===== config.mk =====
export PLATFORM = sky130hd
export DESIGN_NAME = txn_fifo
export DESIGN_NICKNAME = d
export VERILOG_FILES = /design/src/rtl/txn_fifo.sv
export SDC_FILE = /design/constraint.sdc
export NUM_CORES = 1
export LEC_CHECK = 0
export CAP_MARGIN = 20
export CORE_ASPECT_RATIO = 0.8
export CORE_UTILIZATION = 40
export CTS_CLUSTER_SIZE = 25
export DETAILED_ROUTE_END_ITERATION = 10
export PLACE_DENSITY = 0.67
export RECOVER_POWER = 100
export SETUP_SLACK_MARGIN = 0.2
export SYNTH_ARGS = -nofsm -noshare
export SYNTH_HDL_FRONTEND = slang
export SYNTH_SLANG_ARGS = --single-unit

===== constraint.sdc =====
create_clock -name clk -period 5.8 [get_ports clk]
set_input_delay 1.16 -clock clk [delete_from_list [all_inputs] [get_ports clk]]
set_output_delay 1.16 -clock clk [all_outputs]
set_load 0.01 [all_outputs]

===== src/rtl/txn_fifo.sv =====
// txn_fifo: first-word-fall-through transaction buffer with no write backpressure.
// Writes that arrive while full are dropped and latch a sticky overflow flag
// until it is cleared.
module txn_fifo #(
    parameter int DATA_W = 8,
    parameter int DEPTH  = 8
) (
    input  logic                     clk,
    input  logic                     reset,
    input  logic                     wr_en,
    input  logic [DATA_W-1:0]        wr_data,
    output logic                     full,
    output logic                     rd_valid,
    output logic [DATA_W-1:0]        rd_data,
    input  logic                     rd_ready,
    output logic [$clog2(DEPTH):0]   count,
    output logic                     overflow,
    input  logic                     clear_ovf
);

    localparam int AW = $clog2(DEPTH);
    localparam int CW = AW + 1;

    logic [DATA_W-1:0] mem [DEPTH];
    logic [AW-1:0]     wr_ptr;
    logic [AW-1:0]     rd_ptr;
    logic [CW-1:0]     count_next;
    logic              push;
    logic              pop;

    // The registered full is used for the push decision, so a pop in the
    // same cycle never frees a slot for the incoming word.
    assign push     = wr_en && !full;
    assign pop      = rd_valid && rd_ready;
    assign rd_valid = (count != '0);
    assign rd_data  = mem[rd_ptr];

    // Next occupancy: +1 on push only, -1 on pop only, else unchanged.
    always_comb begin
        // NOTE: default assignment first so no path leaves count_next unassigned (no latch).
        count_next = count;
        case ({push, pop})
            2'b10:   count_next = count + CW'(1);
            2'b01:   count_next = count - CW'(1);
            default: count_next = count;
        endcase
    end

    // Pointers, occupancy and the registered full flag.
    always_ff @(posedge clk or negedge reset) begin
        if (!reset) begin
            wr_ptr <= '0;
            rd_ptr <= '0;
            count  <= '0;
            full   <= 1'b0;
        end else begin
            // NOTE: non-blocking assignments so every register samples pre-edge values.
            if (push) wr_ptr <= wr_ptr + AW'(1);
            if (pop)  rd_ptr <= rd_ptr + AW'(1);
            count <= count_next;
            full  <= (count_next == CW'(DEPTH));
        end
    end

    // Storage array; cleared on reset so rd_data reads zero after reset.
    always_ff @(posedge clk or negedge reset) begin
        if (!reset) begin
            // NOTE: the array is reset on purpose: rd_data must read 0 after reset, which
            // costs flops instead of RAM; drop this loop if the array must map to RAM.
            for (int i = 0; i < DEPTH; i++) mem[i] <= '0;
        end else if (push) begin
            mem[wr_ptr] <= wr_data;
        end
    end

    // Sticky overflow: a write while full sets it and takes priority over clear.
    always_ff @(posedge clk or negedge reset) begin
        if (!reset) begin
            overflow <= 1'b0;
        end else if (wr_en && full) begin
            overflow <= 1'b1;
        end else if (clear_ovf) begin
            overflow <= 1'b0;
        end
    end

endmodule

* Word-level counts from Yosys, hierarchy flattened *
Cells that the tools add are included.
Widths: inputs -> output; s select.

storage, ports and cells
  bits in registers = 76
  bits of input ports = 13
  output and inout port bits = 15
  word-level logic and storage cells = 41

cells by class
  $add $sub $neg = 4
  magnitude comparators = 3
  eq/ne operators = 3
  multiplexer cells = 9
  bitwise operators = 2
  reductions and logical operators = 7

operator list
  kind                 number
  $bwmux 64            1
  $bmux 8 s3           1
  $demux 8 s3          1
  $mux 8               3
  $ge 4x4->1 const B   2
  $not 3->4            2
  $pmux 4 s2           1
  $add 3x1->3 const B  2
  $add 4x1->4 const B  1
  $eq 4x4->1 const B   1
  $logic_and 1x1->1    4
  $lt 4x1->1 const B   1
  $reduce_bool 4->1    1
  $sub 4x1->4 const B  1
  $eq 2x1->1 const B   1
  $eq 2x2->1 const B   1
  $mux 1               2
  $reduce_bool 2->1    1
  $logic_not 1->1      1

* Longest topological paths before layout *
Gate-level depths: netlist of run 1.

  word-level depth = 6
  mapped depth = 9
  depth with buffers taken out = 9

* Worst setup path after synthesis of run 1 *
OpenSTA, ideal clock, no wires.

  path type = input-to-reg
  start = in wr_en
  end = reg full
  library setup time = 0.125 ns
  arrival = 2.842 ns
  data required time = 5.675 ns
  path slack = 2.834 ns
  cell stages on the path = 8
  path buffers = 0
  path through = nor2b_1 -> inv_1 -> ha_1 -> ha_1 -> a21oi_1 -> a211oi_1 -> a31oi_1 -> mux2_2

between the ends
  longest elaborated chain between the ends = 4
  elaborated cells between the ends (all ways) = 5
  those cells by class = eq/ne: 3; mux: 1; reduce/logical: 1

ends and longest elaborated chain
  item                                      RTL line  RTL
  from (decl)                               10        input logic wr_en,
  $logic_and 1x1->1 *                       33        assign push = wr_en && !full;
  $eq 2x1->1 or $eq 2x2->1 (tied branches)  42        case ({push, pop})
  $pmux 4 s2 *                              42
  $eq 4x4->1 *                              61        full <= (count_next == CW'(DEPTH));
  to (signal assigned)                      61
  to (decl)                                 12        output logic full,

Mark *: on every way between the ends. The rest lies on a longest branch, timed or not.
A chain may end at the register's enable or synchronous reset.

* Final worst setup path of run 1 *
  start = reg rd_ptr[0]
  end = out rd_data[4]

between the ends
  longest elaborated chain between the ends = 4

ends and longest elaborated chain
  item                                       RTL line  RTL
  from (decl)                                26        logic [AW-1:0] rd_ptr;
  from (signal assigned)                     59        if (pop) rd_ptr <= rd_ptr + AW'(1);
  $not 3->4 (implied by the code)            36        assign rd_data = mem[rd_ptr];
  $bmux 8 s3                                 36
  $mux 8 (implied by the code) (2 in a row)  36
  to (decl)                                  14        output logic [DATA_W-1:0] rd_data,

No other way between the ends. The select of a mux whose other input is x is not followed.

==> metrics, run 1 <==
Lkg Pwr=1.80 nW; Max transition margin=-40.0%; DP Wirelength=4.36 mm; Final Skew=0.00363 ns; worst reg-to-reg path cell count=9; CP Max Fanout=18; Crit path depth=3; initial antenna violation count=0; Final Hold Vio Count=0; Placer Congestion=0.740; NumNets Final=277; WHS Path Cells=1; I/O pin cnt=28; Rows=30; TritonCTS clock tree=built; cts hold-fix bufs=0; fillers=742; Worst Hold Class=register to register; Area Growth Syn to Fin=16.6%; post-route setup slack=1.76 ns; share of cells above drive strength 1=35.0%; first-pass GRT wire length=11.3 mm; Switch Pwr=0.762 mW; DR WL/cell=18.1 um; average size of a mapped cell=15.8 um^2; RSZ-0062 raised after global routing=false; share of the synthesized area in the top cell type=52.4%; Reg power frac=40.6%; CTS buffer count=9; DR vias=1993; post-CTS sizing=0; CP Buf/Inv Count=1; Syn Nets=249; Die H=87.2 um; die area=9460 um^2; Pwr Density=595 nW/um^2; Total GRT Usage=16.5%; Final min period=4.04 ns; Slew @ Worst Pin=2.08 ns; power share of the clock group=22.1%; Worst path slowest cell=dfrtp_1; Routed WL=6.77 mm; sw frac=30.3%; CTS H-tree lvls=3; Vias per Instance=5.31; FFs w/ async S/R, synth=100%; status=finished with violations; CTS max path bufs=2; CTS clk-pin slew, worst paths=0.06 ns; number of routed nets with antenna violations=0; drt drc=0; max frequency=247 MHz; # diodes=0; IO Port Bufs=27; setup total negative slack=0 ns; Cell variety after synth=30; Synth top cells by count=dfrtp_1 (76), mux2_2 (75), mux4_1 (16), nand2_1 (9), xnor2_1 (7); ys flop type=dfrtp_1; Area contributors post-synth=dfrtp_1 (52%), mux2_2 (23%), mux4_1 (12%), ha_1 (1.7%), xnor2_1 (1.7%); Gate Count Post-Synth=230; cells along the critical path=mux4_1, mux2_2, dlygate4sd3_1; CP delay by family, top=flip-flops; root buf cell=clkbuf_16; GRT overflow=0; number of max-cap violations=4; CP arrival=2.88 ns; Final setup viols=0; Post-synth EDFFs=0; storage element area=1900 um^2; crit share post-route=69.7%; Slew Viols, Final=10; Int Pwr=1.75 mW; Starting DRT DRC Count=104; Post-CTS Setup Bufs=0; Comb pwr share=37.4%; worst vdd ir=0.000214 V; delay of the slowest critical-path stage=0.99 ns; synthesized area=3630 um^2; crit path capture type=output port; largest net degree at the start of global routing=77; CTS sink count=76; Initial Utilization=42.0%; area leader, netlist=dfrtp_1; CP Launch Type=register; violated checks=capacitance limit, slew limit; Ys Warns=0; CP Class=register to output port; vias in the first global route=2116; Die X=109 um; most common cell in the netlist=dfrtp_1; Yosys reg bits=76; Multi-input gate area=1610 um^2; DR pass1 iterations=4; Required @ worst endpoint=4.64 ns; register area share after synthesis=52.4%; core area=8630 um^2; clock latency on the worst-skew pair=0.33 ns; worst slack, placed=2.09 ns
==> layout make-up <==
class	count	area share [%]
Clock buffer	9	5.32
Clock inverter	7	1.80
Inverter	3	0.266
Multi-Input combinational cell	141	38.0
Sequential cell	76	44.9
Tap cell	112	3.31
Timing Repair Buffer	27	6.33
==> sequential cells by signal, indices dropped and copies added (netlist names) <==
register	flops
count	4
full	1
mem	64
overflow	1
rd_ptr	3
wr_ptr	3
==> layer usage <==
layer	vias up	track usage, %	part of all wire (%)
met5	-	0	0
met2	25	25.9	49
met3	5	5.68	4.2
met1	1047	21.6	46
met4	0	5.16	0.87
li1	916	-	-
==> per-stage QoR <==
stage	area (um^2)	util, %	cells	power, mW	hold WS, ns
after floorplan	3630	-	230	1.69	0.471
after global placement	3970	45.9	359	2.00	0.480
after detailed placement	3970	45.9	359	2.04	0.491
after CTS	4270	49.4	375	2.60	0.504
after global routing	4230	49.0	375	2.68	0.515
final	4230	49.0	375	2.52	0.487
==> cell families (layout without fill, tap and decap cells) <==
group	Yosys count	count (layout)	share of synthesized area, %
AND/OR/NAND/NOR	30	30	5.34
adder cells (fa/ha/maj)	6	6	2.28
flip-flops	76	76	52.4
multiplexers	91	91	34.8
AO/OA/AOI/OAI	7	7	1.14
buffers and inverters	13	46	2.31
XOR/XNOR	7	7	1.69
==> power by group through the flow <==
stage / Sequential (mW) / Clock (mW) / Combinational, mW
final: 1.02 / 0.556 / 0.940
after global placement: 1.03 / 0 / 0.972
after floorplan: 0.906 / 0 / 0.788
after detailed placement: 1.04 / 0 / 0.998
after CTS: 1.03 / 0.568 / 1.00
after global routing: 1.06 / 0.594 / 1.02
==> path summary, 6_finish.rpt <==
check | endpoint | slack (ns) | start
max in group asynchronous | rd_ptr[2] | 4.22 | reset
worst max-delay path | rd_data[4] | 1.76 | rd_ptr[0]
min in group asynchronous | mem[50] | 0.97 | reset
worst max register to register | full | 2.91 | count[3]
worst min register to register | mem[48] | 0.49 | mem[48]
worst min-delay path | mem[48] | 0.49 | mem[48]
==> cells in the final DEF (no fill, tap or decap), drive strengths merged <==
cell / n
a211oi: 1
a21oi: 1
a31oi: 1
buf: 1
bufinv: 1
clkbuf: 9
clkdlybuf4s50: 9
clkinv: 3
clkinvlp: 2
dfrtp: 76
dlygate4sd3: 17
fa: 1
ha: 5
inv: 4
mux2: 75
mux4: 16
nand2: 9
nand2b: 2
nand3: 3
nand3b: 1
nor2: 5
nor2b: 2
nor3: 3
nor3b: 3
nor4: 1
o21ai: 3
o21bai: 1
or4: 1
xnor2: 7
(Power assumes the default switching activity.)
==> inputs of run 2 (changes only) <==
--- a/config.mk
+++ b/config.mk
@@ -10,7 +10,7 @@
 export CORE_UTILIZATION = 40
 export CTS_CLUSTER_SIZE = 25
 export DETAILED_ROUTE_END_ITERATION = 10
-export PLACE_DENSITY = 0.67
+export PLACE_DENSITY = 0.69
 export RECOVER_POWER = 100
 export SETUP_SLACK_MARGIN = 0.2
 export SYNTH_ARGS = -nofsm -noshare
==> constraint.sdc (replaced) <==
create_clock -name clk -period 3.3 [get_ports clk]
set_input_delay 0.66 -clock clk [delete_from_list [all_inputs] [get_ports clk]]
set_output_delay 0.66 -clock clk [all_outputs]
set_load 0.01 [all_outputs]
==> metrics, run 2 (synthesis gave the netlist of run 1 again) <==
Slew @ Worst Pin=1.88 ns (-0.206 ns); NumNets Final=283 (+2.2%); Lkg Pwr=1.84 nW (+2.5%); delay of the slowest critical-path stage=0.61 ns (-0.38 ns); Pwr Density=1070 nW/um^2 (+80%); Routed WL=6.90 mm (+2.0%); placed cell count=365 (+1.7%); worst reg-to-reg path cell count=9 (unchanged); IO Port Bufs=27 (unchanged); number of max-cap violations=1 (-3); hold_ws=0.496 ns (+0.00849 ns); power share of the clock group=24.7% (+2.6 points); initial antenna violation count=0 (unchanged); DR WL/cell=18.1 um (+0.34%); CTS H-tree lvls=3 (unchanged); cells along the critical path=buf_4, mux4_1, mux2_2, dlygate4sd3_1; Switch Pwr=1.32 mW (+73%); DP Wirelength=4.21 mm (-3.5%); crit path capture type=output port; CP Class=register to output port; Reg power frac=37.6% (-3.0 points); cts hold-fix bufs=0 (unchanged); largest net degree at the start of global routing=77 (unchanged); core area=8630 um^2 (unchanged); # diodes=0 (unchanged); drt drc=0 (unchanged); TritonCTS clock tree=built; Total GRT Usage=16.6% (+0.10 points); Worst path slowest cell=dlygate4sd3_1; Die X=109 um (unchanged); Rows=30 (unchanged); Vias per Instance=5.31 (about the same); CTS buffer count=9 (unchanged); CTS clk-pin slew, worst paths=0.06 ns (about the same); root buf cell=clkbuf_16; Area Growth Syn to Fin=19.0%; Int Pwr=3.30 mW (+88%); commonest non-fill, non-tap cell in the layout=dfrtp_1; fillers=747 (+0.67%); Worst Hold Class=register to register; sw frac=28.5% (-1.8 points); CTS max path bufs=2 (unchanged); Die H=87.2 um (unchanged); Max transition margin=-25.0% (+15 points); Post-CTS Setup Bufs=0 (unchanged); WHS Path Cells=1 (unchanged); Final min period=3.09 ns; crit share post-route=93.8%; status=finished with violations; post-route non-filler standard cell count=381 (+1.6%); violated checks=capacitance limit, slew limit; vias in the first global route=2053 (-3.0%); clock latency on the worst-skew pair=0.33 ns (about the same); CP Max Fanout=18 (unchanged); worst vdd ir=0.000532 V (+150%); max frequency=323 MHz; Regs by FF count=mem (64), count (4); die area=9460 um^2 (unchanged); Hold EP=mem[59]; CP arrival=2.43 ns (-0.45 ns); Worst R2R End=full; R2R Path Start=count[3]; setup total negative slack=0 ns (unchanged); Final setup viols=0 (unchanged); min-delay src=mem[59]; RSZ-0062 raised after global routing=false; Final Hold Vio Count=0 (unchanged); commonest cells after routing, fill and taps aside=dfrtp_1 (76), mux2_2 (75), mux4_1 (16); CTS sink count=76 (unchanged); Starting DRT DRC Count=64 (-38%); Biggest register=mem; post-CTS sizing=0 (unchanged); r2r setup slk=0.39 ns (-2.52 ns); Initial Utilization=42.0% (unchanged); GRT overflow=0 (unchanged); DR vias=2023 (+1.5%); first-pass GRT wire length=11.2 mm (-0.49%); share of cells above drive strength 1=35.7% (+0.71 points); I/O pin cnt=28 (unchanged); Slew Viols, Final=77 (+67); Required @ worst endpoint=2.64 ns (-2.00 ns); max FFs per register=64 (unchanged); CP Launch Type=register; DR pass1 iterations=4 (unchanged); Comb pwr share=37.8% (+0.4 points); number of routed nets with antenna violations=0 (unchanged); Final Skew=0.00669 ns (+0.00307 ns); Placer Congestion=0.747 (+0.97%)
[run 2: metrics by stage]
step / area [um^2] / setup WS, ns / total power [mW] / utilization (%)
after global placement: 4020 / 0.265 / 3.51 / 46.6
after CTS: 4370 / 0.312 / 4.75 / 50.6
after detailed placement: 4020 / 0.174 / 3.57 / 46.6
final: 4320 / 0.205 / 4.61 / 50.0
after floorplan: 3630 / 0.538 / 2.98 / -
after global routing: 4320 / 0.126 / 4.90 / 50.0
[run 2: how the worst max path moves through the flow]
| stage | slack (ns) | cells after the start | from | endpoint |
|---|---|---|---|---|
| 4_1_cts | 0.31 | 4 | rd_ptr[0] | rd_data[1] |
| 3_5_place_dp | 0.17 | 9 | wr_en | full |
| 3_3_place_gp | 0.26 | 9 | wr_en | full |
| 2_1_floorplan | 0.54 | 9 | count[3] | full |
| 5_1_grt | 0.13 | 4 | rd_ptr[0] | rd_data[1] |
| 6_report | 0.21 | 4 | rd_ptr[0] | rd_data[4] |
[run 2: cell type report]
type | count | area [um^2] | share of cell area, %
tap | 112 | 140 | 3.25
timing repair buffer | 33 | 293 | 6.78
inverter | 3 | 11.3 | 0.261
clock buffer | 12 | 256 | 5.94
multi-input combinational | 141 | 1620 | 37.5
sequential | 76 | 1900 | 44.0
clock inverter | 4 | 95.1 | 2.20
[run 2: per-layer routing]
| metal | track usage (%) | up-vias | wire length, um |
|---|---|---|---|
| met4 | 4.42 | 0 | 68 |
| met5 | 0 | - | 0 |
| li1 | - | 935 | - |
| met2 | 27.1 | 25 | 3390 |
| met3 | 5.91 | 5 | 277 |
| met1 | 21.1 | 1058 | 3160 |
[run 2: power groups by stage]
stage	clock, mW	combinational (mW)	sequential (mW)
3_3_place_gp	0	1.78	1.74
5_1_grt	1.20	1.88	1.81
4_1_cts	1.16	1.84	1.75
3_5_place_dp	0	1.82	1.76
2_1_floorplan	0	1.39	1.59
6_report	1.14	1.74	1.73
[run 2: worst max-delay path, delay by kind of cell, from the launching register on]
family	cells	cell delay, ns
buf+inv	2	0.91
flops	1	0.32
mux	2	0.87
==> inputs of run 3 (changes only) <==
--- a/config.mk
+++ b/config.mk
@@ -7,6 +7,7 @@
 export LEC_CHECK = 0
 export CAP_MARGIN = 20
 export CORE_ASPECT_RATIO = 0.8
+export CORE_MARGIN = 3
 export CORE_UTILIZATION = 40
 export CTS_CLUSTER_SIZE = 25
 export DETAILED_ROUTE_END_ITERATION = 10
==> metrics, run 3 (synthesis gave the netlist of run 1 again) <==
status=finished with violations; violated checks=capacitance limit, slew limit; number of max-cap violations=1 (unchanged); NumNets Final=283 (unchanged); CTS H-tree lvls=3 (unchanged); post-CTS sizing=0 (unchanged); Pwr Density=1040 nW/um^2 (-2.4%); worst vdd ir=0.000486 V (-8.7%); cts hold-fix bufs=0 (unchanged); post-route non-filler standard cell count=381 (unchanged); TritonCTS clock tree=built; root buf cell=clkbuf_16; crit share post-route=95.0% (+1.2 points); Final setup viols=0 (unchanged); I/O pin cnt=28 (unchanged); storage element area=1900 um^2 (unchanged); DR pass1 iterations=4 (unchanged); crit path capture type=output port; Vias per Instance=5.34 (+0.49%); CP arrival=2.47 ns (+0.04 ns); Worst path slowest cell=dfrtp_1; delay of the slowest critical-path stage=0.84 ns (+0.23 ns); largest net degree at the start of global routing=77 (unchanged); CP Max Fanout=18 (unchanged); setup total negative slack=0 ns (unchanged); share of cells above drive strength 1=36.1% (+0.37 points); Regs by FF count=mem (64), count (4); Multi-input gate area=1630 um^2 (+0.31%); cells along the critical path=mux4_1, mux2_2, dlygate4sd3_1; post-route setup slack=0.166 ns (-0.0390 ns); CTS sink count=76 (unchanged); Final Hold Vio Count=0 (unchanged); RSZ-0062 raised after global routing=false; Final min period=3.13 ns (+0.0390 ns); IO Port Bufs=27 (unchanged); Final Skew=0.00543 ns (-0.00126 ns); number of routed nets with antenna violations=0 (unchanged); Total GRT Usage=14.7% (-1.9 points); initial antenna violation count=0 (unchanged); vias in the first global route=2162 (+5.3%); Rows=30 (unchanged); Biggest register=mem; Worst Hold Class=register to register; Die X=113 um (+3.7%); placed cell count=365 (unchanged); DR WL/cell=18.0 um (-0.62%); CTS max path bufs=2 (unchanged); first-pass GRT wire length=11.6 mm (+3.3%); CP Launch Type=register; Max transition margin=-22.6% (+2.5 points); Slew @ Worst Pin=1.84 ns (-0.0368 ns); CTS buffer count=9 (unchanged); DR vias=2033 (+0.49%); Placer Congestion=0.742 (-0.66%); core area=8670 um^2 (+0.43%); Area Growth Syn to Fin=17.8%; Routed WL=6.86 mm (-0.62%); Die H=91.2 um (+4.6%); Slew Viols, Final=77 (unchanged); Required @ worst endpoint=2.64 ns (about the same); CP Class=register to output port; commonest cells after routing, fill and taps aside=dfrtp_1 (76), mux2_2 (75), mux4_1 (16); fillers=751 (+0.54%); # diodes=0 (unchanged); drt drc=0 (unchanged); max FFs per register=64 (unchanged); GRT overflow=0 (unchanged); max frequency=319 MHz (-1.2%); clock latency on the worst-skew pair=0.33 ns (about the same); Post-CTS Setup Bufs=0 (unchanged); die area=10300 um^2 (+8.4%); Lkg Pwr=1.82 nW (-1.2%); DP Wirelength=4.25 mm (+1.1%); Initial Utilization=41.9% (-0.18 points); hold_ws=0.497 ns (+0.000749 ns); CTS clk-pin slew, worst paths=0.06 ns (about the same); Starting DRT DRC Count=74 (+16%); worst slack, placed=0.180 ns (+0.00629 ns); commonest non-fill, non-tap cell in the layout=dfrtp_1
[run 3: changes by cell type in the layout (fill, tap and decap cells not counted)]
cell / delta
nor3_2: +1
bufinv_16: -2
clkdlybuf4s50_1: +1
clkinvlp_4: +1
dlygate4sd3_1: -1
clkinv_2: +1
nor3_1: -1
[run 3: routing by layer]
layer / global-route usage (%) / routed length, um / vias to the layer above
met5: 0 / 0 / -
met4: 4.20 / 87 / 0
met3: 3.66 / 215 / 9
met2: 24.4 / 3400 / 30
met1: 19.3 / 3160 / 1059
li1: - / - / 935
[run 3: path summary, 6_finish.rpt]
path                              end       from  depth (start not counted)  slack (ns)
setup / recovery           rd_data[6]  rd_ptr[1]                          3        0.17
hold / removal                mem[20]    mem[20]                          1        0.50
setup reg to reg                 full   count[3]                          9        0.41
hold reg to reg               mem[20]    mem[20]                          1        0.50
max in group asynchronous   rd_ptr[0]      reset                          2        1.29
min in group asynchronous     mem[25]      reset                          2        0.92
[run 3: layout make-up]
class / count / area share (%)
clock inverter: 4 / 1.11
timing repair buffer: 33 / 6.85
multi-input combinational: 141 / 38.0
inverter: 3 / 0.263
tap: 112 / 3.28
clock buffer: 12 / 6.00
sequential: 76 / 44.5
[run 3: worst max-delay path, delay by kind of cell, from the launching register on]
| kind | cells | cell delay [ns] |
|---|---|---|
| flops | 1 | 0.84 |
| buf+inv | 1 | 0.60 |
| mux | 2 | 0.70 |
[run 3: report_power, final]
group          switching (mW)  leakage (nW)  total, mW  internal, mW
combinational           0.617         0.758       1.74          1.12
sequential              0.333         0.915       1.73          1.40
clock                   0.361         0.149      0.985         0.624
[run 3: per-stage QoR]
stage | power, mW | cell area (um^2) | util (%)
2_1_floorplan | 2.98 | 3630 | -
3_3_place_gp | 3.52 | 4010 | 46.2
3_5_place_dp | 3.58 | 4010 | 46.2
4_1_cts | 4.58 | 4310 | 49.7
5_1_grt | 4.75 | 4280 | 49.3
6_report | 4.46 | 4280 | 49.3
